==> src/rtl/fifo_ctrl_1r1w_sync_pkg.sv <==
// ---------------------------------------------------------------------------
// fifo_ctrl_1r1w_sync_pkg
//   Shared definitions for the 1R1W synchronous-read FIFO controller.
//   - DefaultWidth / DefaultDepth : default parameter values for the top.
//   - xfer_t                      : per-cycle transfer events (push, pop,
//                                   read-during-write collision), gathered in
//                                   one struct so checkers can bind to it.
// Optional feature macro used by the top: FIFO_CTRL_BYPASS_EN.
// ---------------------------------------------------------------------------
package fifo_ctrl_1r1w_sync_pkg;

  localparam int unsigned DefaultWidth = 8;
  localparam int unsigned DefaultDepth = 16;

  typedef struct packed {
    logic push;       // producer beat accepted this cycle
    logic pop;        // consumer beat accepted this cycle
    logic collision;  // push targets the slot being read next cycle
  } xfer_t;

endpackage

==> src/rtl/fifo_ctrl_ptr.sv <==
// ---------------------------------------------------------------------------
// fifo_ctrl_ptr
//   Wrap-bit FIFO pointer: $clog2(depth_p) address bits plus one wrap bit.
//   The low bits roll over from depth_p-1 to 0 and the wrap bit toggles at
//   the same time; this falls out of plain binary addition because depth_p
//   is a power of two.
// Ports
//   clk_i       in   1          clock, rising edge
//   reset_ni    in   1          async active-low reset, pointer -> 0
//   inc_i       in   1          advance pointer this cycle
//   ptr_o       out  AW+1       current pointer (registered)
//   ptr_next_o  out  AW+1       pointer after this cycle (ptr_o + inc_i)
// ---------------------------------------------------------------------------
module fifo_ctrl_ptr #(
  parameter int unsigned depth_p = 16
) (
  input  logic                     clk_i,
  input  logic                     reset_ni,
  input  logic                     inc_i,
  output logic [$clog2(depth_p):0] ptr_o,
  output logic [$clog2(depth_p):0] ptr_next_o
);

  localparam int unsigned PtrW = $clog2(depth_p) + 1;

  logic [PtrW-1:0] ptr_q;
  logic [PtrW-1:0] ptr_d;

  assign ptr_d = ptr_q + PtrW'(inc_i);

  always_ff @(posedge clk_i or negedge reset_ni) begin
    if (!reset_ni) begin
      ptr_q <= '0;
    end else begin
      ptr_q <= ptr_d;
    end
  end

  assign ptr_o      = ptr_q;
  assign ptr_next_o = ptr_d;

endmodule

==> src/rtl/fifo_ctrl_1r1w_sync.sv <==
// ---------------------------------------------------------------------------
// fifo_ctrl_1r1w_sync
//   Ready/valid FIFO controller driving an external 1R1W RAM whose read data
//   returns one cycle after the read address. Owns the pointers, occupancy,
//   full/empty status and the read-during-write hazard.
//
// Handshake: a beat moves on an interface only in a cycle where both valid
//   and ready are high (push = valid_i & ready_o, pop = valid_o & ready_i).
//   valid is never withdrawn without a transfer and its data is held stable
//   while waiting; ready_o is a registered !full flag.
//
// Optional feature (compile-time macro FIFO_CTRL_BYPASS_EN):
//   defined   -> a collision captures data_i into a bypass register, which
//                feeds data_o the next cycle with no valid_o bubble.
//   undefined -> a collision costs one valid_o bubble while the RAM catches up.
//
// Ports
//   clk_i           in   1                  clock, rising edge
//   reset_ni        in   1                  async active-low reset
//   valid_i         in   1                  producer has data_i
//   data_i          in   width_p            push data
//   ready_o         out  1                  FIFO can accept
//   valid_o         out  1                  data_o holds the head entry
//   data_o          out  width_p            head data
//   ready_i         in   1                  consumer accepts
//   count_o         out  $clog2(depth_p+1)  stored entries
//   ram_wr_valid_o  out  1                  RAM write enable (= push)
//   ram_wr_addr_o   out  $clog2(depth_p)    RAM write address
//   ram_wr_data_o   out  width_p            RAM write data (= data_i)
//   ram_rd_addr_o   out  $clog2(depth_p)    RAM read address (next head)
//   ram_rd_data_i   in   width_p            RAM data for last cycle's address
// ---------------------------------------------------------------------------
module fifo_ctrl_1r1w_sync
  import fifo_ctrl_1r1w_sync_pkg::*;
#(
  parameter int unsigned width_p = DefaultWidth,
  parameter int unsigned depth_p = DefaultDepth   // power of two, >= 2
) (
  input  logic                         clk_i,
  input  logic                         reset_ni,
  input  logic                         valid_i,
  input  logic [width_p-1:0]           data_i,
  output logic                         ready_o,
  output logic                         valid_o,
  output logic [width_p-1:0]           data_o,
  input  logic                         ready_i,
  output logic [$clog2(depth_p+1)-1:0] count_o,
  output logic                         ram_wr_valid_o,
  output logic [$clog2(depth_p)-1:0]   ram_wr_addr_o,
  output logic [width_p-1:0]           ram_wr_data_o,
  output logic [$clog2(depth_p)-1:0]   ram_rd_addr_o,
  input  logic [width_p-1:0]           ram_rd_data_i
);

  localparam int unsigned AddrW = $clog2(depth_p);
  localparam int unsigned PtrW  = AddrW + 1;
  localparam int unsigned CntW  = $clog2(depth_p + 1);

  xfer_t           xfer;
  logic [PtrW-1:0] wr_ptr;
  logic [PtrW-1:0] wr_ptr_next;
  logic [PtrW-1:0] rd_ptr;
  logic [PtrW-1:0] rd_ptr_next;
  logic [PtrW-1:0] occ;
  logic [PtrW-1:0] occ_next;

  logic ready_q;
  logic ready_d;
  logic valid_q;
  logic valid_d;

  // -------------------------------------------------------------------------
  // Transfer events
  // -------------------------------------------------------------------------
  always_comb begin
    xfer = '0;
    // Reset gates the push so nothing reaches the RAM while reset_ni is low,
    // even though ready_o already reads 1 then.
    xfer.push      = valid_i & ready_q & reset_ni;
    xfer.pop       = valid_q & ready_i;
    // The RAM read issued this cycle targets the slot being written: its
    // read-during-write result is undefined and must not reach data_o.
    // Full-pointer equality means the FIFO is empty after this cycle's pop.
    xfer.collision = xfer.push & (wr_ptr == rd_ptr_next);
  end

  // -------------------------------------------------------------------------
  // Pointers
  // -------------------------------------------------------------------------
  fifo_ctrl_ptr #(
    .depth_p    (depth_p)
  ) u_wr_ptr (
    .clk_i      (clk_i),
    .reset_ni   (reset_ni),
    .inc_i      (xfer.push),
    .ptr_o      (wr_ptr),
    .ptr_next_o (wr_ptr_next)
  );

  fifo_ctrl_ptr #(
    .depth_p    (depth_p)
  ) u_rd_ptr (
    .clk_i      (clk_i),
    .reset_ni   (reset_ni),
    .inc_i      (xfer.pop),
    .ptr_o      (rd_ptr),
    .ptr_next_o (rd_ptr_next)
  );

  // Occupancy is the modular pointer difference; the wrap bit makes full
  // (difference == depth_p) distinct from empty (difference == 0).
  assign occ      = wr_ptr - rd_ptr;
  assign occ_next = wr_ptr_next - rd_ptr_next;

  // -------------------------------------------------------------------------
  // Status flags
  // -------------------------------------------------------------------------
  always_comb begin
    ready_d = (occ_next != PtrW'(depth_p));
`ifdef FIFO_CTRL_BYPASS_EN
    // A colliding entry is served from the bypass register, so any stored
    // entry makes the head valid next cycle.
    valid_d = (occ_next != '0);
`else
    // After a collision the read address is held one more cycle so the RAM
    // returns the freshly written entry; valid_o bubbles meanwhile.
    valid_d = (occ_next != '0) & ~xfer.collision;
`endif
  end

  always_ff @(posedge clk_i or negedge reset_ni) begin
    if (!reset_ni) begin
      ready_q <= 1'b1;
      valid_q <= 1'b0;
    end else begin
      ready_q <= ready_d;
      valid_q <= valid_d;
    end
  end

  // -------------------------------------------------------------------------
  // Head data
  // -------------------------------------------------------------------------
`ifdef FIFO_CTRL_BYPASS_EN
  logic [width_p-1:0] byp_q;
  logic [width_p-1:0] byp_d;
  logic               byp_sel_q;
  logic               byp_sel_d;

  always_comb begin
    byp_d     = byp_q;
    byp_sel_d = xfer.collision;
    if (xfer.collision) begin
      byp_d = data_i;
    end
  end

  always_ff @(posedge clk_i or negedge reset_ni) begin
    if (!reset_ni) begin
      byp_q     <= '0;
      byp_sel_q <= 1'b0;
    end else begin
      byp_q     <= byp_d;
      byp_sel_q <= byp_sel_d;
    end
  end

  assign data_o = byp_sel_q ? byp_q : ram_rd_data_i;
`else
  assign data_o = ram_rd_data_i;
`endif

  // -------------------------------------------------------------------------
  // Outputs
  // -------------------------------------------------------------------------
  assign ready_o        = ready_q;
  assign valid_o        = valid_q;
  assign count_o        = CntW'(occ);
  assign ram_wr_valid_o = xfer.push;
  assign ram_wr_addr_o  = wr_ptr[AddrW-1:0];
  assign ram_wr_data_o  = data_i;
  // Issued every cycle: the entry that will be the head next cycle.
  assign ram_rd_addr_o  = rd_ptr_next[AddrW-1:0];

endmodule

==> config.mk <==
export PLATFORM = sky130hd
export DESIGN_NAME = fifo_ctrl_1r1w_sync
export DESIGN_NICKNAME = d
export VERILOG_FILES = /design/src/rtl/fifo_ctrl_1r1w_sync_pkg.sv /design/src/rtl/fifo_ctrl_ptr.sv /design/src/rtl/fifo_ctrl_1r1w_sync.sv
export SDC_FILE = /design/constraint.sdc
export NUM_CORES = 1
export LEC_CHECK = 0
export ABC_AREA = 1
export CORE_MARGIN = 8
export CORE_UTILIZATION = 37
export DETAILED_ROUTE_END_ITERATION = 8
export GPL_TIMING_DRIVEN = 0
export PLACE_DENSITY = 0.76
export SLEW_MARGIN = 20
export SYNTH_ARGS = -nofsm -noshare
export SYNTH_HDL_FRONTEND = slang
export SYNTH_SLANG_ARGS = --single-unit
==> constraint.sdc <==
create_clock -name clk_i -period 2.1 [get_ports clk_i]
set_input_delay 0.315 -clock clk_i [delete_from_list [all_inputs] [get_ports clk_i]]
set_output_delay 0.315 -clock clk_i [all_outputs]
set_load 0.01 [all_outputs]
* Yosys cells after proc, flatten, opt, wreduce, memory -nomap -nowiden
Index checks and enable logic that the tools add are counted.
** Word-level totals
- Register bits after elaboration :: 12
- Bits in latches :: 0
- RAM bits :: 0
- Bits in read-only memories :: 0
- Bits of input ports :: 20
- Output and inout bits :: 32
- Word-level logic and storage cells :: 17
- Memories kept :: 0
** Operators by class
- Add/subtract/negate cells :: 4
- Multipliers :: 0
- Div/mod/pow operators :: 0
- Order comparisons :: 0
- Equal/unequal tests :: 2
- Shifts and indexed selects :: 0
- Muxes and demuxes :: 0
- Bitwise gates (word level) :: 6
- Reduce and logical (&&, ||, !) cells :: 1
** Operator list (number)
- adder 5 x 1 -> 5 bit :: 2
- subtractor 5 bit :: 2
- AND 1 bit :: 5
- equality test 5 bit :: 1
- != test 5 bit (second input constant) :: 1
- nonzero test 5 bit :: 1
- NOT 1 bit :: 1

* Logic depth before layout (Yosys ltp)
Gate-level depths: netlist of the first run.
- Depth in word-level cells :: 6
- Depth in mapped cells :: 15
- Depth with buffers taken out :: 15

* Cells and area by module
Synthesis of the first run repeated with hierarchy kept, for this count alone.
** Second synthesis, totals
- Cell total of the unflattened synthesis :: 136
- Area, all modules :: 1066.0 um^2
** Modules (own cells, without submodules)
- fifo_ctrl_1r1w_sync :: instances 1, cells each 100, area an instance 658.1 um^2, sequential area each 51.3 um^2
- fifo_ctrl_ptr :: instances 2, cells each 18, area an instance 203.9 um^2, sequential area each 125.1 um^2

* Least setup slack after synthesis of the first run
No wires, ideal clock.
- Path type :: register to register
- Start point :: reg ready_q, in the netlist ready_o
- End point :: reg valid_q, in the netlist valid_o
- Setup time :: 0.117 ns
- Data arrival time :: 2.093 ns
- Data required time :: 1.983 ns
- Path slack :: -0.110 ns
- Cell stages (with the launch flop) :: 15
- Path buffers :: 0
- Clock period less this slack :: 2.210 ns
- Path through :: dfstp_2 > nand3_1 > inv_1 > ha_1 > ha_1 > nand2_2 > inv_2 > nor2_4 > ha_1 > a21oi_1 > nand2_1 > nand2_1 > nand3_2 > nor2_1 > nor2_1
** On the way
- Word-level cells in the longest chain between the ends :: 6
- Elaborated cells between the ends (all ways) :: 8
- Those cells by class :: add/sub (2); bitwise (5); reduce/logical (1)
** RTL lines
- from (decl) :: RTL line fifo_ctrl_1r1w_sync.sv:67 : logic ready_q;
- from (signal assigned) :: RTL line fifo_ctrl_1r1w_sync.sv:136 : ready_q <= ready_d;
- AND 1 bit (2 in series) :: RTL line fifo_ctrl_1r1w_sync.sv:79 : xfer.push = valid_i & ready_q & reset_ni;
- named net ram_wr_valid_o :: RTL line fifo_ctrl_1r1w_sync.sv:48 : output logic ram_wr_valid_o,
- adder 5 x 1 -> 5 bit :: RTL line fifo_ctrl_ptr.sv:29 : assign ptr_d = ptr_q + PtrW'(inc_i);
- named net u_wr_ptr.ptr_next_o[2] :: RTL line fifo_ctrl_ptr.sv:21 : output logic [$clog2(depth_p):0] ptr_next_o
- subtractor 5 bit :: RTL line fifo_ctrl_1r1w_sync.sv:113 : assign occ_next = wr_ptr_next - rd_ptr_next;
- nonzero test 5 bit :: RTL line fifo_ctrl_1r1w_sync.sv:127 : valid_d = (occ_next != '0) & ~xfer.collision;
- AND 1 bit :: RTL line fifo_ctrl_1r1w_sync.sv:127
- named net valid_d :: RTL line fifo_ctrl_1r1w_sync.sv:70 : logic valid_d;
- to (signal assigned) :: RTL line fifo_ctrl_1r1w_sync.sv:137 : valid_q <= valid_d;
- to (decl) :: RTL line fifo_ctrl_1r1w_sync.sv:69 : logic valid_q;
The timed path passes the listed nets, and every way through them passes these cells.

* Worst setup path in the final report of the first run
- Start point :: in valid_i
- End point :: reg ready_q, in the netlist ready_o
** On the way
- Word-level cells in the longest chain between the ends :: 5
** RTL lines
- from (decl) :: RTL line fifo_ctrl_1r1w_sync.sv:41 : input logic valid_i,
- AND 1 bit (2 in series) :: RTL line fifo_ctrl_1r1w_sync.sv:79
- adder 5 x 1 -> 5 bit :: RTL line fifo_ctrl_ptr.sv:29
- named net u_wr_ptr.ptr_next_o[2] :: RTL line fifo_ctrl_ptr.sv:21
- subtractor 5 bit :: RTL line fifo_ctrl_1r1w_sync.sv:113
- != test 5 bit :: RTL line fifo_ctrl_1r1w_sync.sv:119 : ready_d = (occ_next != PtrW'(depth_p));
- named net ready_d :: RTL line fifo_ctrl_1r1w_sync.sv:68 : logic ready_d;
The timed path passes the listed nets, and every way through them passes these cells.

==> results of run 1 <==
## worst paths after layout
kind | to | slack (ps)
setup reg to reg | ready_o$_DFF_PN1_ | 0
min in group asynchronous | ready_o$_DFF_PN1_ | 540
hold reg to reg | u_rd_ptr.ptr_o[0]$_DFF_PN0_ | 620
max in group asynchronous | u_wr_ptr.ptr_o[1]$_DFF_PN0_ | 1180
setup / recovery | ready_o$_DFF_PN1_ | -40
hold / removal | u_rd_ptr.ptr_o[0]$_DFF_PN0_ | 430
## cell type report
type	instances	share of cell area
Buffer	25	0.09929
Clock buffer	4	0.01882
Inverter	24	0.04802
Multi-Input combinational cell	86	0.4231
Sequential cell	12	0.1577
Tap cell	33	0.02141
Timing Repair Buffer	49	0.2317
## cells in the mapped netlist, types with 2 or more instances
cell and count:
nor2_1 6, buf_4 24, nand3_1 12, inv_1 21, o21ai_0 2, a21oi_1 4, ha_1 12, dfrtp_1 11
nand2_2 5, nand2_1 25, nand4_1 4, xnor2_1 2, inv_2 3, xor2_1 8
## report_power, final
group          leakage (nW)  internal (mW)  total [mW]  switching, mW
Clock                0.0210          0.105       0.186         0.0811
Sequential            0.134          0.340       0.466          0.126
Combinational         0.759           1.56        3.12           1.56
## tightest hold or removal path: stages
cell	delay, ps
dlymetal6s2s_1	80
nand2_1	60
inv_2	60
ha_4	150
## through the flow
step	util	instance area [um2]
6_report	0.6421	1928
4_1_cts	0.5771	1733
2_1_floorplan	-	1179
3_3_place_gp	0.5229	1570
3_5_place_dp	0.5229	1570
5_1_grt	0.6421	1928
## cell families after synthesis
logic type / count (synthesis)
compound gates: 7
xor+xnor: 10
fa+ha+maj: 13
buf+inv: 49
flops: 12
simple gates: 56
## state kept, by name, summed over array words and instances, names as in the netlist
register / flops
u_wr_ptr.ptr_o: 5
valid_o: 1
u_rd_ptr.ptr_o: 5
ready_o: 1
## repair_timing
item                                    CTS  global route
endpoints found under the hold margin     0            11
endpoints found under the setup margin   11             5
buffers inserted                          7             5
hold buffers                              0             2
resized for setup                        31            37
pin swaps                                 2            23
## routing by layer
layer | global-route usage | vias to the layer above
li1 | - | 543
met4 | 0.04535 | 0
met1 | 0.1188 | 484
met3 | 0.03068 | 4
met5 | 0 | -
met2 | 0.1980 | 37
==> results by group, run 1 <==
Critical path
  • Critical Path RT: 2280 ps
  • Startpoint types: primary input
  • R2r startpoint: ready_o$_DFF_PN1_
  • Cell Chain, Critical Path: clkdlybuf4s50_1, nand3_2, inv_2, ha_4, ha_4, nand2_2, inv_2, nor2_4, ha_4, inv_4, nand2_2, nand3_2, nor2_2, buf_4, nand4_1
  • Largest stage delay on the critical path: 500 ps
  • Top delay family on crit path: buffers and inverters
  • Data arrival time of the worst path: 2320 ps
  • CP Max Fanout: 5
  • WP depth: 15
  • Critical path launch point: valid_i
  • Slowest CP cell: clkdlybuf4s50_1
  • Top cell by count, worst path: ha_4
  • Reg2Reg Depth: 14
  • CP Capture Type: flip-flop
  • WP buf/inv: 5
  • Worst Setup Path Type: in2reg

Drt
  • Remaining DRCs: 0
  • Met1 WL: 1164 um
  • Initial detailed-routing violation count: 56
  • Met2 wire len: 1818 um
  • Vias/cell: 4.584
  • DRT Pass-1 Iters: 4
  • Final wirelength: 3220 um
  • Met3 routed WL: 188 um
  • Top routing layer used: met4
  • DR vias: 1,068
  • WL/cell: 13.82 um
  • DRT antenna net count: 0

Clocking
  • Worst skew pair latency: 270 ps
  • CTS tree: done
  • Clock slew at reported path FFs: 80 ps
  • Root Driver: clkbuf_4
  • CTS max path bufs: 2
  • CTS sink count: 12
  • H-tree depth: 1
  • Total CTS buffers: 3

Timing
  • Setup_tns: -69.08 ps
  • RSZ-0062 raised after global routing: yes
  • Crit path time final: 2137 ps
  • Slew headroom: 0.6715
  • Max Freq: 468.0 MHz
  • Pins over their slew limit: 0
  • Hold Vio Cnt, Final: 0
  • Fin Hold WS: 430.6 ps
  • Clock Skew: 3.330 ps
  • Worst slew pin tran: 491.1 ps
  • Crit share post-route: 1.017
  • Setup slack after layout: -36.55 ps
  • Setup violators final: 2

Final layout
  • Final-layout fill cell count: 243
  • Layout cells sized above 1: 0.4700
  • Final #Nets: 234
  • Commonest non-fill, non-tap cell in the layout: buf_4
  • Most frequent cells in the layout: 35 x buf_4, 25 x clkdlybuf4s50_1, 21 x nand2_1, 17 x inv_1, 9 x dfrtp_1
  • Antenna cells: 0
  • Multi-input gate area: 815.8 um2
  • Synth-to-layout area growth: 68.60%
  • Final cell count without fillers: 233
  • Reg area: 304.0 um2

Synth
  • Top cells by area, synth: dfrtp_1 24%, buf_4 16%, ha_1 13%, nand2_1 8.2%, inv_1 6.9%
  • Yosys reg bits: 12
  • Sequential fraction of the synthesis area: 0.2637
  • Async SR Flop Fraction: 1.000
  • Synth Area in XOR/XNOR: 0.07659
  • Mapped Avg Cell Area: 7.780 um2
  • Main combinational cell family by area after synthesis: buffers and inverters
  • Simple-Gate Fraction of Synth Area: 0.2319
  • Synth Area in Compound Gates: 0.03282
  • Post-Synth Adder-Cell Area: 0.1488
  • Mapped Cells: 147
  • Net Count, Synth: 180
  • Cell taking the most area after synthesis: dfrtp_1
  • Post-synthesis cell type count: 22
  • Ys Warns: 0
  • Netlist Area Pre-Place: 1144 um2
  • Mux contribution to synthesized area: 0
  • Top FF cell, synth: dfrtp_1
  • Proportion of netlist area held by the largest area contributor: 0.2407
  • Post-synth EDFFs: 0

Die
  • DIE WIDTH: 71.60 um
  • Boundary Pins: 52
  • Core footprint: 3003 um2
  • Starting Density: 0.3808
  • Die area: 5126 um2
  • Die Y: 71.60 um
  • Row count: 20

Global routing
  • First-pass GRT wire length: 4491 um
  • Tot GR Track Use: 0.1105
  • Largest net degree at the start of global routing: 14
  • Vias in the first global route: 981
  • Initial antenna violation count: 0
  • GR Overflow Total: 0

Pwr
  • Tot Pwr: 3.774 mW
  • P per Cell Area: 1957 nW/um2
  • Max VDD drop: 1.345 mV
  • Pleak: 0.9138 nW

Placement
  • Final GP Congestion: 0.7846
  • Dpl cells: 215
  • DP HPWL: 2144 um
  • Pre-CTS setup slack: -837.3 ps
  • Port buffer count: 35

Run status
  • Failing checks: negative setup slack
  • Status: complete, but fails checks

Min path
  • Hold Path Depth: 4
  • HP Start: ready_i
  • Min-Delay Path Class: in2reg

Flow run
  • MaxCap Viol Count: 0
Power figures use the tool's default switching activity.
==> inputs of run 2 (changes only) <==
Settings changed: CORE_ASPECT_RATIO set to 1.25.
==> results by group, run 2 (synthesized netlist as in run 1, its figures left out) <==
Clocking
  • Worst skew pair latency: 280 ps (about the same)
  • Total CTS buffers: 3 (unchanged)
  • Clock slew at reported path FFs: 80 ps (about the same)
  • H-tree depth: 1 (unchanged)
  • CTS tree: done
  • CTS max path bufs: 2 (unchanged)
  • Root Driver: clkbuf_4
  • CTS sink count: 12 (unchanged)

Die
  • DIE WIDTH: 65.73 um (-8.2%)
  • Boundary Pins: 52 (unchanged)
  • Core footprint: 2945 um2 (-1.9%)
  • Die Y: 78.16 um (+9.2%)
  • Die area: 5137 um2 (+0.21%)
  • Row count: 22 (+10%)
  • Starting Density: 0.3883 (+0.007442)

Critical path
  • Data arrival time of the worst path: 2290 ps (-30 ps)
  • Critical Path RT: 2270 ps (about the same)
  • R2r setup slk: -20 ps (-20 ps)
  • Worst Setup Path Type: reg2reg
  • CP Max Fanout: 4 (-1)
  • Worst reg2reg path endpoint: valid_o$_DFF_PN0_
  • R2r startpoint: ready_o$_DFF_PN1_
  • CP Capture Type: flip-flop
  • Reg2Reg Depth: 13 (-1)
  • Startpoint types: flip-flop

Global routing
  • Tot GR Track Use: 0.1135 (+0.003070)
  • Largest net degree at the start of global routing: 14 (unchanged)
  • First-pass GRT wire length: 4726 um (+5.2%)
  • Initial antenna violation count: 0 (unchanged)
  • GR Overflow Total: 0 (unchanged)
  • Vias in the first global route: 1,164 (+19%)

Timing
  • Clock Skew: 5.803 ps (+2.473 ps)
  • Hold Vio Cnt, Final: 0 (unchanged)
  • Pins over their slew limit: 0 (unchanged)
  • Slew headroom: 0.6553 (-0.01625)
  • Crit share post-route: 1.008 (-0.009239)
  • Crit path time final: 2117 ps (-19.40 ps)
  • RSZ-0062 raised after global routing: yes
  • Worst slew pin tran: 515.4 ps (+24.29 ps)
  • Max Freq: 472.3 MHz (+0.92%)
  • Setup slack after layout: -17.15 ps (+19.40 ps)
  • Setup violators final: 1 (-1)
  • Fin Hold WS: 476.1 ps (+45.58 ps)

Run status
  • Failing checks: negative setup slack
  • Status: complete, but fails checks

Pwr
  • Tot Pwr: 3.553 mW (-5.8%)
  • Max VDD drop: 1.262 mV (-6.2%)
  • P per Cell Area: 1910 nW/um2 (-2.4%)
  • Pleak: 0.8867 nW (-3.0%)

Drt
  • Remaining DRCs: 0 (unchanged)
  • Vias/cell: 4.748 (+3.6%)
  • Initial detailed-routing violation count: 46 (-18%)
  • WL/cell: 14.44 um (+4.5%)
  • DRT Pass-1 Iters: 6 (+2)
  • DRT antenna net count: 0 (unchanged)
  • DR vias: 1,111 (+4.0%)
  • Final wirelength: 3379 um (+4.9%)

Final layout
  • Commonest non-fill, non-tap cell in the layout: buf_4
  • Most frequent cells in the layout: 34 x buf_4, 27 x clkdlybuf4s50_1, 23 x nand2_1, 18 x inv_1, 9 x ha_4
  • Synth-to-layout area growth: 62.69%
  • Final #Nets: 232 (-0.85%)
  • Core Util, Final: 0.6317 (-0.01039)
  • Final cell count without fillers: 234 (+0.43%)
  • Layout cells sized above 1: 0.4394 (-0.03061)
  • Antenna cells: 0 (unchanged)

Min path
  • Min-Delay Path Class: in2reg
  • Hold Path Depth: 4 (unchanged)
  • Hold worst-path end: u_wr_ptr.ptr_o[0]$_DFF_PN0_
  • HP Start: reset_ni

Placement
  • DP HPWL: 2340 um (+9.1%)
  • Pre-CTS setup slack: -906.0 ps (-68.67 ps)
  • Port buffer count: 35 (unchanged)
  • Final GP Congestion: 0.8803 (+12%)
  • Dpl cells: 218 (+1.4%)

Flow run
  • MaxCap Viol Count: 0 (unchanged)
run 2: cell types whose count changed in the layout (fill, tap and decap cells not counted), sizes merged:
cell	previous run	this run
dlygate4sd2	5	2
clkdlybuf4s50	25	27
clkbuf	4	6
clkdlybuf4s15	0	2
dlymetal6s2s	1	0
buf	41	37
run 2: how the worst max path moves through the flow:
| stage | cells past startpoint | start | to | slack, ps |
|---|---|---|---|---|
| 3_3_place_gp | 16 | reset_ni | valid_o$_DFF_PN0_ | -820 |
| 3_5_place_dp | 16 | reset_ni | valid_o$_DFF_PN0_ | -910 |
| 2_1_floorplan | 15 | ready_o$_DFF_PN1_ | valid_o$_DFF_PN0_ | 9 |
| 6_report | 13 | ready_o$_DFF_PN1_ | valid_o$_DFF_PN0_ | -20 |
| 5_1_grt | 15 | ready_o$_DFF_PN1_ | valid_o$_DFF_PN0_ | -70 |
| 4_1_cts | 14 | ready_o$_DFF_PN1_ | valid_o$_DFF_PN0_ | -130 |
run 2: cell type report:
class                   instances  area, um2
flip-flops and latches         12      306.5
plain buffers                  25      191.4
inverters                      24      92.59
well taps                      36      45.04
clock buffers                   4      36.28
fillers                       259       1085
repair buffers                 47      422.9
multi-input cells              86      765.7
run 2: metrics by stage:
step / TNS [ps] / cell area (um2)
final: -17.15 / 1861
after detailed placement: -3369 / 1574
after CTS: -153.5 / 1679
after global placement: -2939 / 1574
after global routing: -92.55 / 1861
after floorplan: 0 / 1179
run 2: report_power, final:
| part | internal (mW) | switching (mW) | leakage (nW) | total (mW) |
|---|---|---|---|---|
| clock network | 0.106 | 0.0866 | 0.0210 | 0.192 |
| registers | 0.344 | 0.164 | 0.132 | 0.508 |
| logic | 1.42 | 1.43 | 0.734 | 2.85 |
run 2: metal layers:
layer  GRT usage  vias to the layer above  wire [um]
met2      0.2190                       39       1895
met4     0.07221                        0         81
li1            -                      540          -
met3     0.02983                        7        234
met1     0.09758                      525       1167
met5           0                        -          0
run 2: worst max-delay path, stage by stage (launching register included):
cell	delay [ps]
dfstp_2	540
nand3_2	70
inv_2	90
ha_4	150
ha_4	170
nor2_2	50
nor2_4	120
ha_4	230
a21oi_2	170
nand2_1	70
nand2_1	100
nand3_2	90
nor2_1	100
nor2_1	50
run 2: what timing repair did:
| action | CTS | global route |
|---|---|---|
| setup buffers | 3 | 7 |
| endpoints found under the setup margin | 11 | 9 |
| hold buffers | 0 | 2 |
| hold endpoints to repair | 0 | 11 |
| pin swaps | 4 | 12 |
| resized for setup | 29 | 29 |
